## src/rtl/fib_arbiter.sv

```systemverilog
// Shares one Fibonacci engine among N_REQ requesters: arbitrate, launch, wait, deliver.
// Define FIB_ARB_RR_EN for round-robin arbitration; otherwise the lowest requesting index wins.
module fib_arbiter #(
   parameter int N_REQ = 4,
   parameter int IW    = 5,
   parameter int FW    = 20
) (
   input  logic                  clk,
   input  logic                  reset,
   input  logic [N_REQ-1:0]      req,
   input  logic [N_REQ*IW-1:0]   idx,
   output logic [N_REQ-1:0]      grant,
   output logic [N_REQ-1:0]      done,
   output logic [FW-1:0]         f,
   output logic                  busy,
   output logic [15:0]           job_count,
   output logic                  eng_start,
   output logic [IW-1:0]         eng_i,
   input  logic                  eng_ready,
   input  logic                  eng_done_tick,
   input  logic [FW-1:0]         eng_f
);

   localparam logic [1:0] S_IDLE    = 2'd0;
   localparam logic [1:0] S_LAUNCH  = 2'd1;
   localparam logic [1:0] S_WAIT    = 2'd2;
   localparam logic [1:0] S_DELIVER = 2'd3;

`ifdef FIB_ARB_RR_EN
   localparam int PW = (N_REQ > 1) ? $clog2(N_REQ) : 1;

   logic [PW-1:0]      r_rr_ptr;
   logic [PW-1:0]      r_owner;
   logic [PW-1:0]      w_win;
`endif

   logic [1:0]         r_state;
   logic [N_REQ-1:0]   r_grant;
   logic [N_REQ-1:0]   r_done;
   logic [FW-1:0]      r_f;
   logic [15:0]        r_job_count;
   logic [IW-1:0]      r_eng_i;

   logic               w_any;
   logic [N_REQ-1:0]   w_win_oh;
   logic [IW-1:0]      w_win_idx;

   // Winner search: scan starts at rr_ptr (round-robin) or at 0 (fixed priority).
   always_comb begin
      int  j;
      logic found;
      // NOTE: every always_comb output gets a default first so no path leaves it unassigned (no latch).
      j         = 0;
      found     = 1'b0;
      w_any     = |req;
      w_win_oh  = '0;
      w_win_idx = '0;
`ifdef FIB_ARB_RR_EN
      w_win     = '0;
`endif
      for (int k = 0; k < N_REQ; k++) begin
`ifdef FIB_ARB_RR_EN
         j = (int'(r_rr_ptr) + k) % N_REQ;
`else
         j = k;
`endif
         if (!found && req[j]) begin
            found       = 1'b1;
            w_win_oh[j] = 1'b1;
            w_win_idx   = idx[j*IW +: IW];
`ifdef FIB_ARB_RR_EN
            w_win       = PW'(j);
`endif
         end
      end
   end

   always_ff @(posedge clk) begin
      // NOTE: sequential state uses non-blocking assignments so every register sees pre-edge values.
      if (reset) begin
         r_state     <= S_IDLE;
         r_grant     <= '0;
         r_done      <= '0;
         r_f         <= '0;
         r_job_count <= '0;
         r_eng_i     <= '0;
`ifdef FIB_ARB_RR_EN
         r_rr_ptr    <= '0;
         r_owner     <= '0;
`endif
      end else begin
         case (r_state)
            S_IDLE: begin
               if (w_any && eng_ready) begin
                  r_grant <= w_win_oh;
                  r_eng_i <= w_win_idx;
`ifdef FIB_ARB_RR_EN
                  r_owner <= w_win;
`endif
                  r_state <= S_LAUNCH;
               end
            end
            S_LAUNCH: r_state <= S_WAIT;
            S_WAIT: begin
               // The job completes even if the owner has since dropped req.
               if (eng_done_tick) begin
                  r_f         <= eng_f;
                  r_done      <= r_grant;
                  r_job_count <= r_job_count + 16'd1;
                  r_state     <= S_DELIVER;
               end
            end
            S_DELIVER: begin
               r_done  <= '0;
               r_grant <= '0;
`ifdef FIB_ARB_RR_EN
               r_rr_ptr <= (r_owner == PW'(N_REQ - 1)) ? '0 : r_owner + PW'(1);
`endif
               r_state <= S_IDLE;
            end
            default: r_state <= S_IDLE;
         endcase
      end
   end

   assign grant     = r_grant;
   assign done      = r_done;
   assign f         = r_f;
   assign job_count = r_job_count;
   assign eng_i     = r_eng_i;
   assign busy      = (r_state != S_IDLE);
   assign eng_start = (r_state == S_LAUNCH);

endmodule

```

## config.mk

```make
export PLATFORM = sky130hd
export DESIGN_NAME = fib_arbiter
export DESIGN_NICKNAME = d
export VERILOG_FILES = /design/src/rtl/fib_arbiter.sv
export SDC_FILE = /design/constraint.sdc
export NUM_CORES = 1
export LEC_CHECK = 0
export ABC_AREA = 1
export CORE_MARGIN = 2
export CORE_UTILIZATION = 45
export DETAILED_ROUTE_END_ITERATION = 7
export PLACE_DENSITY = 0.84
export SLEW_MARGIN = 20
export SYNTH_ARGS = -nofsm -noshare
export SYNTH_HDL_FRONTEND = slang
export SYNTH_SLANG_ARGS = --single-unit
```

## constraint.sdc

```tcl
create_clock -name clk -period 4.3 [get_ports clk]
set_input_delay 0.43 -clock clk [delete_from_list [all_inputs] [get_ports clk]]
set_output_delay 0.43 -clock clk [all_outputs]
set_load 0.005 [all_outputs]
```

======== Word level (Yosys, flattened, before mapping) ========
Cells that the tools add are included.
operators by class
  add/subtract/negate cells ............... 1
  $mul .................................... 0
  divide/modulo/power cells ............... 0
  magnitude comparators ................... 0
  eq/ne operators ......................... 5
  shift-type cells ........................ 0
  mux-type cells .......................... 17
  bitwise operators ....................... 0
  reduce and logical (&&, ||, !) cells .... 17
operator list
  cell                                            number
  two-way mux 5 bit                               4
  adder 16 x 1 -> 16 bit (second input constant)  1
  one-hot mux 4 bit (2 select lines)              2
  AND reduction 2 bit                             5
  two-way mux 4 bit                               2
  one-hot mux 2 bit (4 select lines)              1
  two-way mux 1 bit                               6
  nonzero test 2 bit                              3
  == test 2 bit (second input constant)           2
  logical AND 1 bit                               4
  two-way mux 2 bit                               2
  inequality test 2 bit (second input constant)   2
  OR reduction 4 bit                              1
  zero test 1 bit                                 3
  == test 2 x 1 -> 1 bit (second input constant)  1
  zero test 2 bit                                 1
word-level totals
  flip-flop bits (word level) ............. 51
  bits in latches ......................... 0
  RAM bits ................................ 0
  memory bits (read-only) ................. 0
  input bits .............................. 48
  output and inout bits ................... 51
  logic and storage cells ................. 46
  memories ................................ 0

======== Depth between registers and ports, before layout ========
  word-level depth ........................ 12
  mapped depth ............................ 10
  gate-level depth less buffers ........... 10

======== Worst setup path after synthesis ========
OpenSTA, ideal clock, no wires.
  kind .................................... register -> register
  start point ............................. register r_state[0]
  end point ............................... register r_job_count[10], in the netlist job_count[10]
  library setup time ...................... 119 ps
  data arrival time ....................... 1262 ps
  data required time ...................... 4181 ps
  path slack .............................. 2919 ps
  cell stages (with the launch flop) ...... 10
  buffers on the path ..................... 0
  period minus slack after synthesis ...... 1381 ps
  cells stage by stage .................... dfxtp_1 inv_1 ha_1 nand2_2 clkinv_2 nand2_2 nor2_4 nand2_2 nand2_1 nor3b_2
between the ends
  word-level cells in the longest chain between the ends .. 2
RTL lines
  element                               RTL line  RTL
  from (decl)                           37        logic [1:0] r_state;
  from (signal assigned)                81        r_state <= S_IDLE;
  from (signal assigned)                100       r_state <= S_LAUNCH;
  from (signal assigned)                103       S_LAUNCH: r_state <= S_WAIT;
  == test 2 bit                         92        case (r_state)
  AND reduction 2 bit (no source line)  -
  to (signal assigned)                  109       r_job_count <= r_job_count + 16'd1;
  to (decl)                             41        logic [15:0] r_job_count;
No other way between the ends.
A chain may end at the register's enable or synchronous reset.

======== Worst setup path after layout ========
  start point ............................. register r_state[0]
  end point ............................... register r_done[2], in the netlist done[2]
between the ends
  word-level cells in the longest chain between the ends .. 3
  elaborated cells between the ends (all ways) .. 6
  those cells by class .................... 3 x eq/ne; 1 x mux; 2 x reduce/logical
RTL lines
  element                                                                       RTL line  RTL
  == test 2 bit                                                                 92
  inequality test 2 bit (no source line) or nonzero test 2 bit (tied branches)  -
  AND reduction 2 bit (no source line)                                          -
  to (signal assigned)                                                          108       r_done <= r_grant;
  to (decl)                                                                     39        logic [N_REQ-1:0] r_done;
Several ways; a longest one is shown, not always the timed one.

==> summary by stage <==
Finish
Excluding fillers, the count of instances in the completed layout stands at slightly below 500. After routing the design area is 3430 um2. The library cells used most frequently in the layout, excluding fill and tap cells, are clkdlybuf4s50_1, nor2_1, nand2_1. The core utilization of the finished layout is between 60% and 70%.

Compared with the post-synthesis result, the final layout area differs by 47.0%. The number of diodes is 0. The post-route netlist has under 10% of its cells at a drive strength greater than 1.

The count of nets after finishing is approximately 480. The library cell used most frequently in the layout, excluding fill and tap cells, is clkdlybuf4s50_1. Counting the fill cells in the layout gives approximately 430.

Clock tree
The hold-fix buffer count after cts is 0. The H-tree was split into 2 levels. Clock-pin slew was measured on the worst setup and hold paths at 0.10 ns.

For this design, the sink count on the clock tree is 51. The clock reaches the later pin of the worst-skew pair after approximately 0.31 ns. The post-CTS resize count is 0. The cell sitting at the root of the clock tree is a clkbuf_8.

The largest buffer count on any clock path is 2. After clock tree synthesis, the setup repair step added 0 buffers. The TritonCTS clock tree is done. The CTS buffer count is 5.

Timing
The final hold slack is approximately 0.47 ns. Measured against its own limit, the worst slew margin works out to ~41%. For the finished layout, the period the worst path requires is between 2 and 2.5 ns. For the final database, setup skew stands at 0.00993 ns. The pin slew with the least headroom to its limit is 0.891 ns. Setup repair after global routing left no endpoint under its margin. Derived from the worst setup path, the maximum achievable clock frequency is roughly 450 MHz.

For the final routed database, the setup TNS stands at 0 ns. The final period utilization is 51.5%. Setup violations remaining at the end of the flow were counted as 0. The max-slew violation count is 0. The final number of hold-violating endpoints is 0.

Drt
Using the TritonRoute via totals, the vias-per-cell ratio works out to about 4.8. The count of vias placed by the detailed router is 2,377. The final routed DRC violation total is 0.

Once detail routing completed, the nets flagged for antenna violations numbered 0. After detailed routing, the total wire length is a little under 6000 um. The average routed wire per standard cell is 12.1 um. The starting DRC count in detailed routing is approximately 160.

The first-pass detailed-route iteration total is 4.

Global routing
The wire length of the first global-routing pass is between 9000 and 10,000 um. The total routing resource utilization after global routing is between 20% and 30%. The maximum number of pins on one net before global-route repair is 35. The final global-route overflow total is 0. The number of global-route vias before repair is 2,226. The number of antenna violations at the first check in global routing is 0.

Synth
After synthesis, flip-flops and latches occupy around 44% of the total area. The synthesis-stage register bit count is 51. Each instance of the synthesized netlist takes up on average approximately 7 um2. The area fraction of the dominant cell type after synthesis is a little over two fifths. By area the synthesized netlist is led by dfxtp_1, nor2_1, nand2_1. The largest family of logic cells by synthesized area is simple AND/OR/NAND/NOR gates. The netlist area before placement is around 2300 um2. During synthesis, Yosys emitted a total of 0 warnings. The post-synth net total is roughly 380. The synthesized netlist devotes a little over a tenth of its cell area to compound gates. The adder-cell share of the synthesized area is about 3.2%. The synthesized netlist devotes 0% of its cell area to XOR and XNOR gates. After synthesis, the share of cell area in mux cells is 0%.

The distinct cell type count of the synthesized netlist is 29. The number of standard cells after synthesis is between 300 and 400. The most area-hungry cell type in the Yosys netlist is dfxtp_1. The share of synthesized cell area in and, or, nand and nor gates is about a third.

Place
The number of placed instances, taps included, is roughly 480. The placed instance area is between 3000 and 4000 um2. The detailed placement HPWL is approximately 4400 um. The final weighted congestion in routability-driven placement is between 0.8 and 0.9.

The number of buffer cells added on primary ports is a little under 100.

Power
The worst IR drop on VDD is between 0.0002 and 0.00025 V. Power spread over the standard cell area amounts to 380 nW/um2. For this design the static power due to leakage is approximately 0.0013 uW.

Setup path
The cell that appears most often on the critical path is a21oi_1. The worst path arrival time is 2.45 ns. The setup slack of the worst register-to-register path is ~2.1 ns. STA puts the critical path data required time at between 4 and 5 ns.

The signal on the critical path passes through inv_1 -> ha_1 -> nand2_2 -> clkinv_2 -> a21oi_1 -> nand2_1 -> a21oi_1. Counting cells, the worst reg-to-reg path comes to 7. STA classifies the critical path endpoint as a register. The setup path with the least slack is of type reg -> reg. The maximum fanout count along the critical path is 26. The endpoint of the most critical register-to-register path is done[2]$_SDFFE_PP0P_. The kind of start point of the critical path is a register. For this design, the slowest cell found on the critical path is clkinv_2. In this run the critical register-to-register path is launched from r_state[0]$_SDFFE_PP0P_. The largest stage delay on the critical path is approximately 0.4 ns.

Floorplanning
The number of core rows is 26. During I/O placement, the number of pins put on the boundary was a little under 100. The core outline area is a little over 5000 um2. The floorplan step defined a die boundary enclosing 5770 um2.

From bottom edge to top edge, the die measures 76.0 um. The floorplan step set the die width to ~76 um. The starting density of the core is a little under half.

Run status
The flow ran to the end, and the final reports show no timing, DRC or antenna violations.

Hold path
The worst hold path passes through 2 cells. The min-delay analysis places its worst path in the category reg -> reg. The sink of the worst hold path is done[1]$_SDFFE_PP0P_. The hold path startpoint is done[1]$_SDFFE_PP0P_.

Job
The max-capacitance violation count is 0.
==> critical path, delay by kind of cell (launching register included) <==
family,cells,cell delay [ns]
adders and majority gates,1,0.27
AOI/OAI and AO/OA,2,0.51
and+or+nand+nor,2,0.45
buffers and inverters,2,0.50
DFF,1,0.38
==> stage by stage <==
step                      setup WS [ns]  total power (uW)
after global placement             1.88              1020
after detailed placement           1.84              1040
final                              2.08              1300
after floorplan                    2.92               809
after global routing               1.84              1380
after CTS                          2.06              1310
==> state kept, by name (all words and copies together) (netlist names) <==
register   count
done           4
eng_i          5
f             20
grant          4
job_count     16
r_state        2
==> layout make-up <==
cell class                      count  area, um2  share of cell area (%)
Clock buffer                        6       72.6                    2.12
Clock inverter                      2       12.5                   0.365
Inverter                           32        121                    3.54
Multi-Input combinational cell    233       1130                    33.0
Sequential cell                    51       1020                    29.8
Tap cell                           70       87.6                    2.56
Timing Repair Buffer               98        981                    28.6
==> per-layer routing <==
layer  vias to the layer above  GRT usage [%]  part of all wire [%]
met1                      1059           23.2                    41
met4                         0           6.55                   1.9
li1                       1228              -                     -
met2                        78           37.3                    51
met5                         -              0                     0
met3                        12           5.21                   6.3
==> cell families (layout without fill, tap and decap cells) <==
| logic type | count (synthesis) | after routing |
|---|---|---|
| buffers and inverters | 43 | 138 |
| flip-flops | 51 | 51 |
| AND/OR/NAND/NOR | 178 | 178 |
| adder cells (fa/ha/maj) | 6 | 6 |
| AO/OA/AOI/OAI | 49 | 49 |
==> power by group <==
part	internal [uW]	switching [uW]	total (uW)
registers	541	43.1	584
logic	234	210	444
clock network	114	161	275
==> synthesized netlist by cell type, drive strengths merged <==
cell	instances
nor2	78
nand2	69
dfxtp	51
inv	31
o21ai	30
a21oi	17
nand3	13
nand4	9
buf	6
ha	6
clkbuf	5
nor3	4
nor3b	3
a211oi	1
clkinv	1
nand3b	1
o21bai	1
or2	1
==> worst max-delay path by stage <==
stage | end | slack, ns | start | cells after the start
detailed placement | f[1]$_SDFFE_PP0P_ | 1.84 | reset | 4
floorplan | job_count[10]$_SDFFE_PP0P_ | 2.92 | r_state[0]$_SDFFE_PP0P_ | 9
global placement | job_count[5]$_SDFFE_PP0P_ | 1.88 | reset | 4
CTS | done[2]$_SDFFE_PP0P_ | 2.06 | r_state[0]$_SDFFE_PP0P_ | 7
finish | done[2]$_SDFFE_PP0P_ | 2.08 | r_state[0]$_SDFFE_PP0P_ | 7
global route | done[2]$_SDFFE_PP0P_ | 1.84 | r_state[0]$_SDFFE_PP0P_ | 7
Note: power is estimated with default switching activity, not from simulation.
